--- src/rtl/ibex_multdiv_arb_pkg.sv ---
`default_nettype none
// ============================================================================
// Module      : ibex_multdiv_arb_pkg
// Description : Shared types and constants for the two-port multdiv arbiter.
// Revision    : 1.0 - initial release
// ============================================================================
package ibex_multdiv_arb_pkg;

    localparam int NPORT           = 2;
    localparam int TIMEOUT_DEFAULT = 48;

    typedef enum logic [1:0] {
        ST_IDLE = 2'd0,
        ST_BUSY = 2'd1,
        ST_RESP = 2'd2
    } state_e;

    typedef struct packed {
        logic [31:0] op_a;
        logic [31:0] op_b;
        logic [1:0]  oper;
        logic [1:0]  signed_mode;
        logic        is_div;
    } md_req_t;

    // Pull one port's slice out of the packed {port1, port0} request buses.
    function automatic md_req_t sel_req(
        input logic [63:0] op_a,
        input logic [63:0] op_b,
        input logic [3:0]  oper,
        input logic [3:0]  signed_mode,
        input logic [1:0]  is_div,
        input logic        idx
    );
        md_req_t r;
        r.op_a        = idx ? op_a[63:32]       : op_a[31:0];
        r.op_b        = idx ? op_b[63:32]       : op_b[31:0];
        r.oper        = idx ? oper[3:2]         : oper[1:0];
        r.signed_mode = idx ? signed_mode[3:2]  : signed_mode[1:0];
        r.is_div      = idx ? is_div[1]         : is_div[0];
        return r;
    endfunction

endpackage
`default_nettype wire

--- src/rtl/ibex_multdiv_arb_if.sv ---
`default_nettype none
// ============================================================================
// Module      : ibex_multdiv_arb_if
// Description : Requester and multdiv-unit signals of the arbiter.
// Revision    : 1.0 - initial release
// ============================================================================
interface ibex_multdiv_arb_if;

    logic [1:0]  req_i;
    logic [1:0]  gnt_o;
    logic [63:0] op_a_i;
    logic [63:0] op_b_i;
    logic [3:0]  operator_i;
    logic [3:0]  signed_mode_i;
    logic [1:0]  is_div_i;
    logic [1:0]  rsp_valid_o;
    logic [1:0]  rsp_ready_i;
    logic [31:0] rsp_result_o;
    logic        rsp_err_o;
    logic        md_mult_en_o;
    logic        md_div_en_o;
    logic [31:0] md_op_a_o;
    logic [31:0] md_op_b_o;
    logic [1:0]  md_operator_o;
    logic [1:0]  md_signed_mode_o;
    logic        md_valid_i;
    logic [31:0] md_result_i;

    modport slave (
        input  req_i, op_a_i, op_b_i, operator_i, signed_mode_i, is_div_i,
        input  rsp_ready_i, md_valid_i, md_result_i,
        output gnt_o, rsp_valid_o, rsp_result_o, rsp_err_o,
        output md_mult_en_o, md_div_en_o, md_op_a_o, md_op_b_o,
        output md_operator_o, md_signed_mode_o
    );

    modport master (
        output req_i, op_a_i, op_b_i, operator_i, signed_mode_i, is_div_i,
        output rsp_ready_i, md_valid_i, md_result_i,
        input  gnt_o, rsp_valid_o, rsp_result_o, rsp_err_o,
        input  md_mult_en_o, md_div_en_o, md_op_a_o, md_op_b_o,
        input  md_operator_o, md_signed_mode_o
    );

endinterface
`default_nettype wire

--- src/rtl/ibex_rr_arb2.sv ---
`default_nettype none
// ============================================================================
// Module      : ibex_rr_arb2
// Description : Two-way round-robin grant with a favoured-port pointer.
// Revision    : 1.0 - initial release
// ============================================================================
module ibex_rr_arb2 (
    input  logic       clk_i,
    input  logic       rst_i,
    input  logic [1:0] req_i,
    input  logic       en_i,
    input  logic       upd_i,
    input  logic       served_i,
    output logic [1:0] gnt_o,
    output logic       idx_o
);

    logic ptr_q;

    always_comb begin
        gnt_o = 2'b00;
        idx_o = 1'b0;
        if (en_i) begin
            if (req_i[0] && (!req_i[1] || !ptr_q)) begin
                gnt_o = 2'b01;
                idx_o = 1'b0;
            end else if (req_i[1]) begin
                gnt_o = 2'b10;
                idx_o = 1'b1;
            end
        end
    end

    // The pointer names the favoured port: the one not served last.
    always_ff @(posedge clk_i or posedge rst_i) begin
        if (rst_i) begin
            ptr_q <= 1'b0;
        end else if (upd_i) begin
            ptr_q <= ~served_i;
        end
    end

endmodule
`default_nettype wire

--- src/rtl/ibex_multdiv_arb.sv ---
`default_nettype none
// ============================================================================
// Module      : ibex_multdiv_arb
// Description : Shares one multdiv unit between two requesters with timeout.
// Revision    : 1.0 - initial release
// ============================================================================
module ibex_multdiv_arb
    import ibex_multdiv_arb_pkg::*;
#(
    parameter int TIMEOUT = TIMEOUT_DEFAULT,
    parameter int NPORT   = ibex_multdiv_arb_pkg::NPORT
) (
    input  logic              clk_i,
    input  logic              rst_i,
    ibex_multdiv_arb_if.slave bus
);

    localparam int              CNT_W    = (TIMEOUT > 1) ? $clog2(TIMEOUT) : 1;
    localparam logic [CNT_W-1:0] CNT_LAST = CNT_W'(TIMEOUT - 1);

    state_e           state_q;
    md_req_t          req_q;
    logic             owner_q;
    logic             hold_q;
    logic [CNT_W-1:0] cnt_q;
    logic [31:0]      result_q;
    logic             err_q;

    logic [1:0]       w_gnt;
    logic             w_idx;
    logic             w_grant_en;
    logic             w_hs;
    md_req_t          w_sel;
    logic [NPORT-1:0] w_rsp_valid;

    // hold_q blocks granting in the first IDLE cycle after a handshake.
    assign w_grant_en = (state_q == ST_IDLE) && !hold_q && !rst_i;
    assign w_hs       = (state_q == ST_RESP) && bus.rsp_ready_i[owner_q];

    ibex_rr_arb2 u_rr (
        .clk_i    (clk_i),
        .rst_i    (rst_i),
        .req_i    (bus.req_i),
        .en_i     (w_grant_en),
        .upd_i    (w_hs),
        .served_i (owner_q),
        .gnt_o    (w_gnt),
        .idx_o    (w_idx)
    );

    assign w_sel = sel_req(bus.op_a_i, bus.op_b_i, bus.operator_i,
                           bus.signed_mode_i, bus.is_div_i, w_idx);

    always_comb begin
        w_rsp_valid = '0;
        if (state_q == ST_RESP) begin
            w_rsp_valid[owner_q] = 1'b1;
        end
    end

    assign bus.gnt_o            = w_gnt;
    assign bus.rsp_valid_o      = w_rsp_valid;
    assign bus.rsp_result_o     = result_q;
    assign bus.rsp_err_o        = err_q;
    assign bus.md_mult_en_o     = (state_q == ST_BUSY) && !req_q.is_div;
    assign bus.md_div_en_o      = (state_q == ST_BUSY) &&  req_q.is_div;
    assign bus.md_op_a_o        = req_q.op_a;
    assign bus.md_op_b_o        = req_q.op_b;
    assign bus.md_operator_o    = req_q.oper;
    assign bus.md_signed_mode_o = req_q.signed_mode;

    always_ff @(posedge clk_i or posedge rst_i) begin
        if (rst_i) begin
            state_q  <= ST_IDLE;
            req_q    <= '0;
            owner_q  <= 1'b0;
            hold_q   <= 1'b0;
            cnt_q    <= '0;
            result_q <= '0;
            err_q    <= 1'b0;
        end else begin
            case (state_q)
                ST_IDLE: begin
                    hold_q <= 1'b0;
                    if (|w_gnt) begin
                        req_q   <= w_sel;
                        owner_q <= w_idx;
                        cnt_q   <= '0;
                        state_q <= ST_BUSY;
                    end
                end
                ST_BUSY: begin
                    cnt_q <= cnt_q + CNT_W'(1);
                    // A completion in the timeout cycle still counts as success.
                    if (bus.md_valid_i) begin
                        result_q <= bus.md_result_i;
                        err_q    <= 1'b0;
                        state_q  <= ST_RESP;
                    end else if (cnt_q == CNT_LAST) begin
                        result_q <= '0;
                        err_q    <= 1'b1;
                        state_q  <= ST_RESP;
                    end
                end
                ST_RESP: begin
                    if (w_hs) begin
                        err_q   <= 1'b0;
                        hold_q  <= 1'b1;
                        state_q <= ST_IDLE;
                    end
                end
                default: state_q <= ST_IDLE;
            endcase
        end
    end

endmodule
`default_nettype wire

--- src/flat_wrapper.sv ---
// flat-port wrapper written by rule: the top's interface ports become plain ports
module ibex_multdiv_arb_flat import ibex_multdiv_arb_pkg::*;
#(
    parameter int TIMEOUT = TIMEOUT_DEFAULT,
    parameter int NPORT   = ibex_multdiv_arb_pkg::NPORT
)
  (clk_i, rst_i, bus_req_i, bus_op_a_i, bus_op_b_i, bus_operator_i, bus_signed_mode_i, bus_is_div_i, bus_rsp_ready_i, bus_md_valid_i, bus_md_result_i, bus_gnt_o, bus_rsp_valid_o, bus_rsp_result_o, bus_rsp_err_o, bus_md_mult_en_o, bus_md_div_en_o, bus_md_op_a_o, bus_md_op_b_o, bus_md_operator_o, bus_md_signed_mode_o);
  ibex_multdiv_arb_if bus_i ();
  input  logic clk_i;
  input  logic rst_i;
  input wire logic [$bits(bus_i.req_i)-1:0] bus_req_i;
  input wire logic [$bits(bus_i.op_a_i)-1:0] bus_op_a_i;
  input wire logic [$bits(bus_i.op_b_i)-1:0] bus_op_b_i;
  input wire logic [$bits(bus_i.operator_i)-1:0] bus_operator_i;
  input wire logic [$bits(bus_i.signed_mode_i)-1:0] bus_signed_mode_i;
  input wire logic [$bits(bus_i.is_div_i)-1:0] bus_is_div_i;
  input wire logic [$bits(bus_i.rsp_ready_i)-1:0] bus_rsp_ready_i;
  input wire logic [$bits(bus_i.md_valid_i)-1:0] bus_md_valid_i;
  input wire logic [$bits(bus_i.md_result_i)-1:0] bus_md_result_i;
  output wire logic [$bits(bus_i.gnt_o)-1:0] bus_gnt_o;
  output wire logic [$bits(bus_i.rsp_valid_o)-1:0] bus_rsp_valid_o;
  output wire logic [$bits(bus_i.rsp_result_o)-1:0] bus_rsp_result_o;
  output wire logic [$bits(bus_i.rsp_err_o)-1:0] bus_rsp_err_o;
  output wire logic [$bits(bus_i.md_mult_en_o)-1:0] bus_md_mult_en_o;
  output wire logic [$bits(bus_i.md_div_en_o)-1:0] bus_md_div_en_o;
  output wire logic [$bits(bus_i.md_op_a_o)-1:0] bus_md_op_a_o;
  output wire logic [$bits(bus_i.md_op_b_o)-1:0] bus_md_op_b_o;
  output wire logic [$bits(bus_i.md_operator_o)-1:0] bus_md_operator_o;
  output wire logic [$bits(bus_i.md_signed_mode_o)-1:0] bus_md_signed_mode_o;
  assign bus_i.req_i = bus_req_i;
  assign bus_i.op_a_i = bus_op_a_i;
  assign bus_i.op_b_i = bus_op_b_i;
  assign bus_i.operator_i = bus_operator_i;
  assign bus_i.signed_mode_i = bus_signed_mode_i;
  assign bus_i.is_div_i = bus_is_div_i;
  assign bus_i.rsp_ready_i = bus_rsp_ready_i;
  assign bus_i.md_valid_i = bus_md_valid_i;
  assign bus_i.md_result_i = bus_md_result_i;
  assign bus_gnt_o = bus_i.gnt_o;
  assign bus_rsp_valid_o = bus_i.rsp_valid_o;
  assign bus_rsp_result_o = bus_i.rsp_result_o;
  assign bus_rsp_err_o = bus_i.rsp_err_o;
  assign bus_md_mult_en_o = bus_i.md_mult_en_o;
  assign bus_md_div_en_o = bus_i.md_div_en_o;
  assign bus_md_op_a_o = bus_i.md_op_a_o;
  assign bus_md_op_b_o = bus_i.md_op_b_o;
  assign bus_md_operator_o = bus_i.md_operator_o;
  assign bus_md_signed_mode_o = bus_i.md_signed_mode_o;
  ibex_multdiv_arb #(.TIMEOUT(TIMEOUT), .NPORT(NPORT)) u_core (.clk_i(clk_i), .rst_i(rst_i), .bus(bus_i));
endmodule
--- config.mk ---
export PLATFORM = sky130hd
export DESIGN_NAME = ibex_multdiv_arb_flat
export DESIGN_NICKNAME = d
export VERILOG_FILES = /design/src/rtl/ibex_multdiv_arb_pkg.sv /design/src/rtl/ibex_multdiv_arb_if.sv /design/src/rtl/ibex_rr_arb2.sv /design/src/rtl/ibex_multdiv_arb.sv /design/src/flat_wrapper.sv
export SDC_FILE = /design/constraint.sdc
export NUM_CORES = 1
export LEC_CHECK = 0
export ABC_AREA = 1
export CORE_MARGIN = 4
export CORE_UTILIZATION = 38
export CTS_BUF_LIST = sky130_fd_sc_hd__clkbuf_16
export CTS_CLUSTER_SIZE = 14
export DETAILED_ROUTE_END_ITERATION = 6
export PLACE_DENSITY = 0.89
export SYNTH_ARGS = -nofsm -noshare
export SYNTH_HDL_FRONTEND = slang
export SYNTH_SLANG_ARGS = --single-unit
--- constraint.sdc ---
create_clock -name clk_i -period 3.16 [get_ports clk_i]
set_clock_uncertainty 0.05 [all_clocks]
set_input_delay 0.316 -clock clk_i [delete_from_list [all_inputs] [get_ports clk_i]]
set_output_delay 0.316 -clock clk_i [all_outputs]
set_load 0.02 [all_outputs]
==> results.toml, run 1 <==
[status]
outcome = "finished clean"

[place]
dp_hpwl_mm = 13.7
port-buffer-count = 283
gp_congestion = 0.766
place_ws_ns = 0.668

[floorplanning]
die_w_um = 136
rows = 46
die_area_um2 = 18400
die_h_um = 136
io_pins = 284
coreArea_um2 = 15900
start_util_pct = 38.8

[synth]
ys_ff_latch = 113
synth-seq-area-share_pct = 45.7
yosys_warnings = 0
netlist_instances = 878
synthesis.area_um2 = 6190
netlist-cell-type-count = 22
syn_nets = 1056
synth_area_per_cell_um2 = 7.05

[drt]
vias_per_cell = 4.58
drc_errors = 0
routedWlPerCell_um = 14.6
met1_length_mm = 7.21
met3WireLength_mm = 2.00
ant_nets = 0
num_vias = 6016
top_layer_used = "met4"
drt_iter0_markers = 283
drt-pass1-iter-count = 6
route.met2.wl_mm = 9.34
wirelength_mm = 19.1

[global_route]
grt_overflow_total = 0
grt_usage_pct = 20.4
grt_max_degree = 72
grt_pass1_wl_mm = 29.5
antenna_found_initial = 0
first_global_vias = 6055

[worst_setup_path]
crit_required_ns = 2.79
regToRegStartpoint = "u_core.state_q[1]"
path_class = "in -> out"
worstPathArrival_ns = 2.13
cp_max_fo = 9
critical_path.endpoint_type = "output port"
cp-startpoint = "bus_req_i[1]"
start_kind = "input pin"

[sta]
rsz0062_at_grt = "no"
fmax_ghz = 0.401
worst_slack_ns = 0.667
period_needed_ns = 2.49
layout_worst_path_cycle_share_pct = 78.9
drv_slew = 0
setup_viol = 0
hold_violations = 0
slew-limit-headroom_pct = 47.7
tightest_slew_ns = 0.785
fin_tns_setup_ns = 0

[cts]
ctsHoldBuffers = 0
htreeDepth = 4
cts_buffers = 17
cts-root-buf = "clkbuf_16"
post_cts_buffers = 0
worstSkewPairLatency_ns = 0.40
clk_pin_slew_worst_paths_ns = 0.06
ctsResizeCount = 0
cts_tree = "yes"
cts.sinks = 113
clock_path_buffers = 2

[pwr]
p_leak_nw = 5.05
peakVddDrop_uv = 529
powerDensity_nw_per_um2 = 919

[worst_hold_path]
hp-class = "in -> async"

[run]
drv_cap = 0

[layout]
num_antenna_cells = 0
finalNetCount = 1263
area_delta_synth_final_pct = 51.2
drive_gt1_share_pct = 4.38
stage by stage:
step                      utilization [%]  std cells  instance area, um^2  power, W  hold slack (ns)
after floorplan                         -        878                 6190   0.00515            0.400
after global placement               54.8       1282                 8730   0.00645            0.403
after detailed placement             54.8       1282                 8730   0.00658            0.407
after CTS                            58.7       1313                 9360   0.00868            0.288
after global routing                 58.7       1313                 9360   0.00914            0.343
final                                58.7       1313                 9360   0.00860            0.291
critical path: stages:
cell	delay (ns)
clkdlybuf4s50_1	0.61
inv_2	0.10
a21oi_4	0.32
nand2_2	0.10
inv_1	0.07
clkdlybuf4s50_1	0.60
placed cells by master (no fill, tap or decap), types with 4 or more instances in the layout:
master	Yosys	layout
bufinv_16	0	5
clkinvlp_4	0	4
clkdlybuf4s50_1	0	283
buf_4	70	9
nand3_1	55	54
nand2_1	360	360
inv_1	153	154
nor2_1	11	11
o21ai_0	62	62
dfrtp_1	113	113
o21ai_1	4	4
clkbuf_16	0	17
cell type report:
class / instances / area (um^2)
Clock inverter: 14 / 198
Inverter: 155 / 586
Multi-Input combinational cell: 504 / 2110
Fill cell: 1343 / 6590
Sequential cell: 113 / 2830
Timing Repair Buffer: 294 / 2940
Clock buffer: 17 / 425
Tap cell: 216 / 270
path summary, 6_finish.rpt:
check | to | slack (ns) | depth (start not counted)
max | bus_gnt_o[1] | 0.67 | 6
max in group asynchronous | u_core.bus.md_op_b_o[2] | 1.90 | 3
min reg2reg | u_core.bus.rsp_result_o[28] | 0.42 | 2
max reg2reg | u_core.bus.rsp_result_o[22] | 1.22 | 7
min in group clk_i | u_core.bus.rsp_result_o[3] | 0.41 | 3
min | u_core.bus.rsp_result_o[9] | 0.29 | 2
power breakdown:
group	switching, W	internal, W
Combinational	0.00227	0.00176
Sequential	0.000399	0.00212
Clock	0.000674	0.00138
flip-flops by register name, summed over array words and instances (netlist names):
register and cells:
u_core.bus.md_op_a_o 32, u_core.bus.md_op_b_o 32, u_core.bus.md_operator_o 2, u_core.bus.md_signed_mode_o 2, u_core.bus.rsp_err_o 1, u_core.bus.rsp_result_o 32, u_core.cnt_q 6, u_core.hold_q 1
u_core.owner_q 1, u_core.req_q 1, u_core.state_q 2, u_core.u_rr.ptr_q 1
cells by family (layout without fill, tap and decap cells):
family          Yosys count  count (layout)  share of synthesized area [%]
buf+inv                 261             480                           20.4
fa+ha+maj                 1               1                          0.202
compound gates           72              72                           6.17
flops                   113             113                           45.7
xor+xnor                  1               1                          0.142
simple gates            430             430                           27.4
routing by layer:
metal	track usage, %	vias to the layer above
met5	0	-
met4	8.62	0
met3	8.02	45
met2	35.5	275
met1	22.1	2752
li1	-	2944
cell usage after synthesis:
cell	n	share of area (%)
ha_1	1	0.20
a21oi_2	1	0.14
nand2_2	2	0.20
o21bai_1	1	0.12
nand3_1	55	4.4
o21ai_2	1	0.14
buf_1	3	0.18
or2_2	1	0.10
o21ai_1	4	0.32
buf_2	17	1.4
o21ai_0	62	5.0
nand4_1	1	0.10
clkbuf_1	16	0.97
a21oi_4	1	0.26
buf_4	70	8.5
nand2_1	360	22
inv_1	153	9.3
xor2_1	1	0.14
inv_2	2	0.12
dfrtp_1	113	46
nor2_1	11	0.67
a21oi_1	2	0.16
Note: power is estimated with default switching activity, not from simulation.
==> run 2: changes to the inputs <==
- clock period: 3.16 -> 2 ns (I/O delays scaled with it)
==> results.toml, run 2 (same netlist as run 1, synthesis figures left out) <==
[status]
outcome = "finished clean"

[sta]
tightest_slew_ns = 0.604
period_needed_ns = 1.83
rsz0062_at_grt = "no"
layout_worst_path_cycle_share_pct = 91.3
fin_tns_setup_ns = 0
slew-limit-headroom_pct = 59.8
fmax_ghz = 0.547
setup_viol = 0
hold_violations = 0
drv_slew = 0

[worst_setup_path]
cp_max_fo = 3
slowest_stage = "dfrtp_1"
regToRegStartpoint = "u_core.state_q[0]"
path_class = "reg -> out"
rr_worst_depth = 8
start_kind = "flop"
worstSetupEndpoint = "bus_rsp_valid_o[1]"
crit_path_max_incr_delay_ns = 0.38
worstPathArrival_ns = 1.58
crit_chain = "inv_1, nor2_1, inv_1, nor2_1, clkdlybuf4s15_1"
r2r_setup_slack_ns = 0.24
r2r_end = "u_core.bus.md_op_b_o[2]"
cp-startpoint = "u_core.state_q[1]"
critical_path.endpoint_type = "output port"
crit_required_ns = 1.75

[floorplanning]
rows = 46
die_area_um2 = 18400
io_pins = 284
die_h_um = 136
coreArea_um2 = 15900
die_w_um = 136
start_util_pct = 38.8

[layout]
area_delta_synth_final_pct = 52.3
finalNetCount = 1274
num_antenna_cells = 0
utilization_pct = 59.1
drive_gt1_share_pct = 5.95
mostFrequentLayoutCells = "360 x nand2_1, 277 x clkdlybuf4s50_1, 152 x inv_1"
fillers = 1341
stdcell_count = 1325
mostFrequentLayoutCell = "nand2_1"

[global_route]
grt_max_degree = 62
grt_overflow_total = 0
antenna_found_initial = 0
grt_usage_pct = 20.6
grt_pass1_wl_mm = 29.9
first_global_vias = 6006

[cts]
clk_pin_slew_worst_paths_ns = 0.06
cts_buffers = 17
htreeDepth = 4
ctsResizeCount = 4
cts.sinks = 113
cts-root-buf = "clkbuf_16"
post_cts_buffers = 0
clock_path_buffers = 2
ctsHoldBuffers = 0
worstSkewPairLatency_ns = 0.41
cts_tree = "yes"

[pwr]
peakVddDrop_uv = 763
seqPwrFrac_pct = 30.1
total_power_w = 0.0133
p_leak_nw = 5.13
netSwitchingPower_w = 0.00540
switching_share_pct = 40.7
clkPwrFrac_pct = 20.6
powerDensity_nw_per_um2 = 1410
p_comb_share_pct = 49.3
cell_internal_pwr_w = 0.00787

[drt]
drc_errors = 0
drt-pass1-iter-count = 4
wirelength_mm = 19.2
vias_per_cell = 4.57
ant_nets = 0
drt_iter0_markers = 259
num_vias = 6057
routedWlPerCell_um = 14.5

[place]
gp_congestion = 0.773
dp_hpwl_mm = 13.9
port-buffer-count = 283
place_inst = 1293

[run]
drv_cap = 0

[worst_hold_path]
hp-class = "in -> async"
[run 2: cell count changes in the layout (fill, tap and decap cells not counted), moves of 2 or more]
| cell | change |
|---|---|
| bufinv_16 | -5 |
| dlymetal6s2s_1 | +2 |
| inv_1 | -2 |
| clkdlybuf4s50_1 | -6 |
| buf_12 | +6 |
| clkbuf_2 | +2 |
| buf_4 | +5 |
| clkinv_4 | +5 |
| inv_6 | +3 |
[run 2: critical path: cells and delay by family, from the launching register on]
| family | cells | cell delay, ns |
|---|---|---|
| buf+inv | 3 | 0.50 |
| flops | 1 | 0.38 |
| simple gates | 2 | 0.29 |
[run 2: worst min-delay path by stage]
stage / from / to / slack [ns]
CTS: rst_i / u_core.bus.md_op_a_o[10] / 0.24
finish: rst_i / u_core.bus.md_op_a_o[10] / 0.23
global placement: u_core.bus.rsp_result_o[11] / u_core.bus.rsp_result_o[11] / 0.40
detailed placement: u_core.bus.rsp_result_o[17] / u_core.bus.rsp_result_o[17] / 0.41
global route: rst_i / u_core.u_rr.ptr_q / 0.27
floorplan: bus_md_result_i[5] / u_core.bus.rsp_result_o[5] / 0.30
[run 2: layer usage]
| layer | share of wire, % | routed length [um] | vias to the layer above | track usage [%] |
|---|---|---|---|---|
| met4 | 2.3 | 432 | 0 | 7.84 |
| met2 | 49 | 9370 | 258 | 35.6 |
| met3 | 10 | 1910 | 31 | 7.54 |
| met5 | 0 | 0 | - | 0 |
| li1 | - | - | 2970 | - |
| met1 | 39 | 7440 | 2798 | 23.2 |
[run 2: through the flow]
stage                     instance area, um^2  setup WS, ns  hold WS [ns]
after global placement                   8890       -0.0764         0.403
after CTS                                9420       0.00135         0.245
after floorplan                          6190         0.379         0.297
after detailed placement                 8890        -0.144         0.408
after global routing                     9430       0.00605         0.271
final                                    9430         0.173         0.235
[run 2: power by group through the flow]
stage / clock network [W] / logic (W) / registers [W]
global route: 0.00293 / 0.00713 / 0.00411
detailed placement: 0 / 0.00659 / 0.00400
finish: 0.00274 / 0.00654 / 0.00399
global placement: 0 / 0.00642 / 0.00397
floorplan: 0 / 0.00392 / 0.00422
CTS: 0.00280 / 0.00661 / 0.00398
[run 2: layout make-up]
cell class | count | area, um^2 | share of cell area [%]
clock buffers | 17 | 425 | 4.51
clock inverters | 15 | 114 | 1.21
inverters | 155 | 586 | 6.21
multi-input cells | 504 | 2110 | 22.4
flip-flops and latches | 113 | 2830 | 30.0
well taps | 216 | 270 | 2.87
repair buffers | 305 | 3090 | 32.8
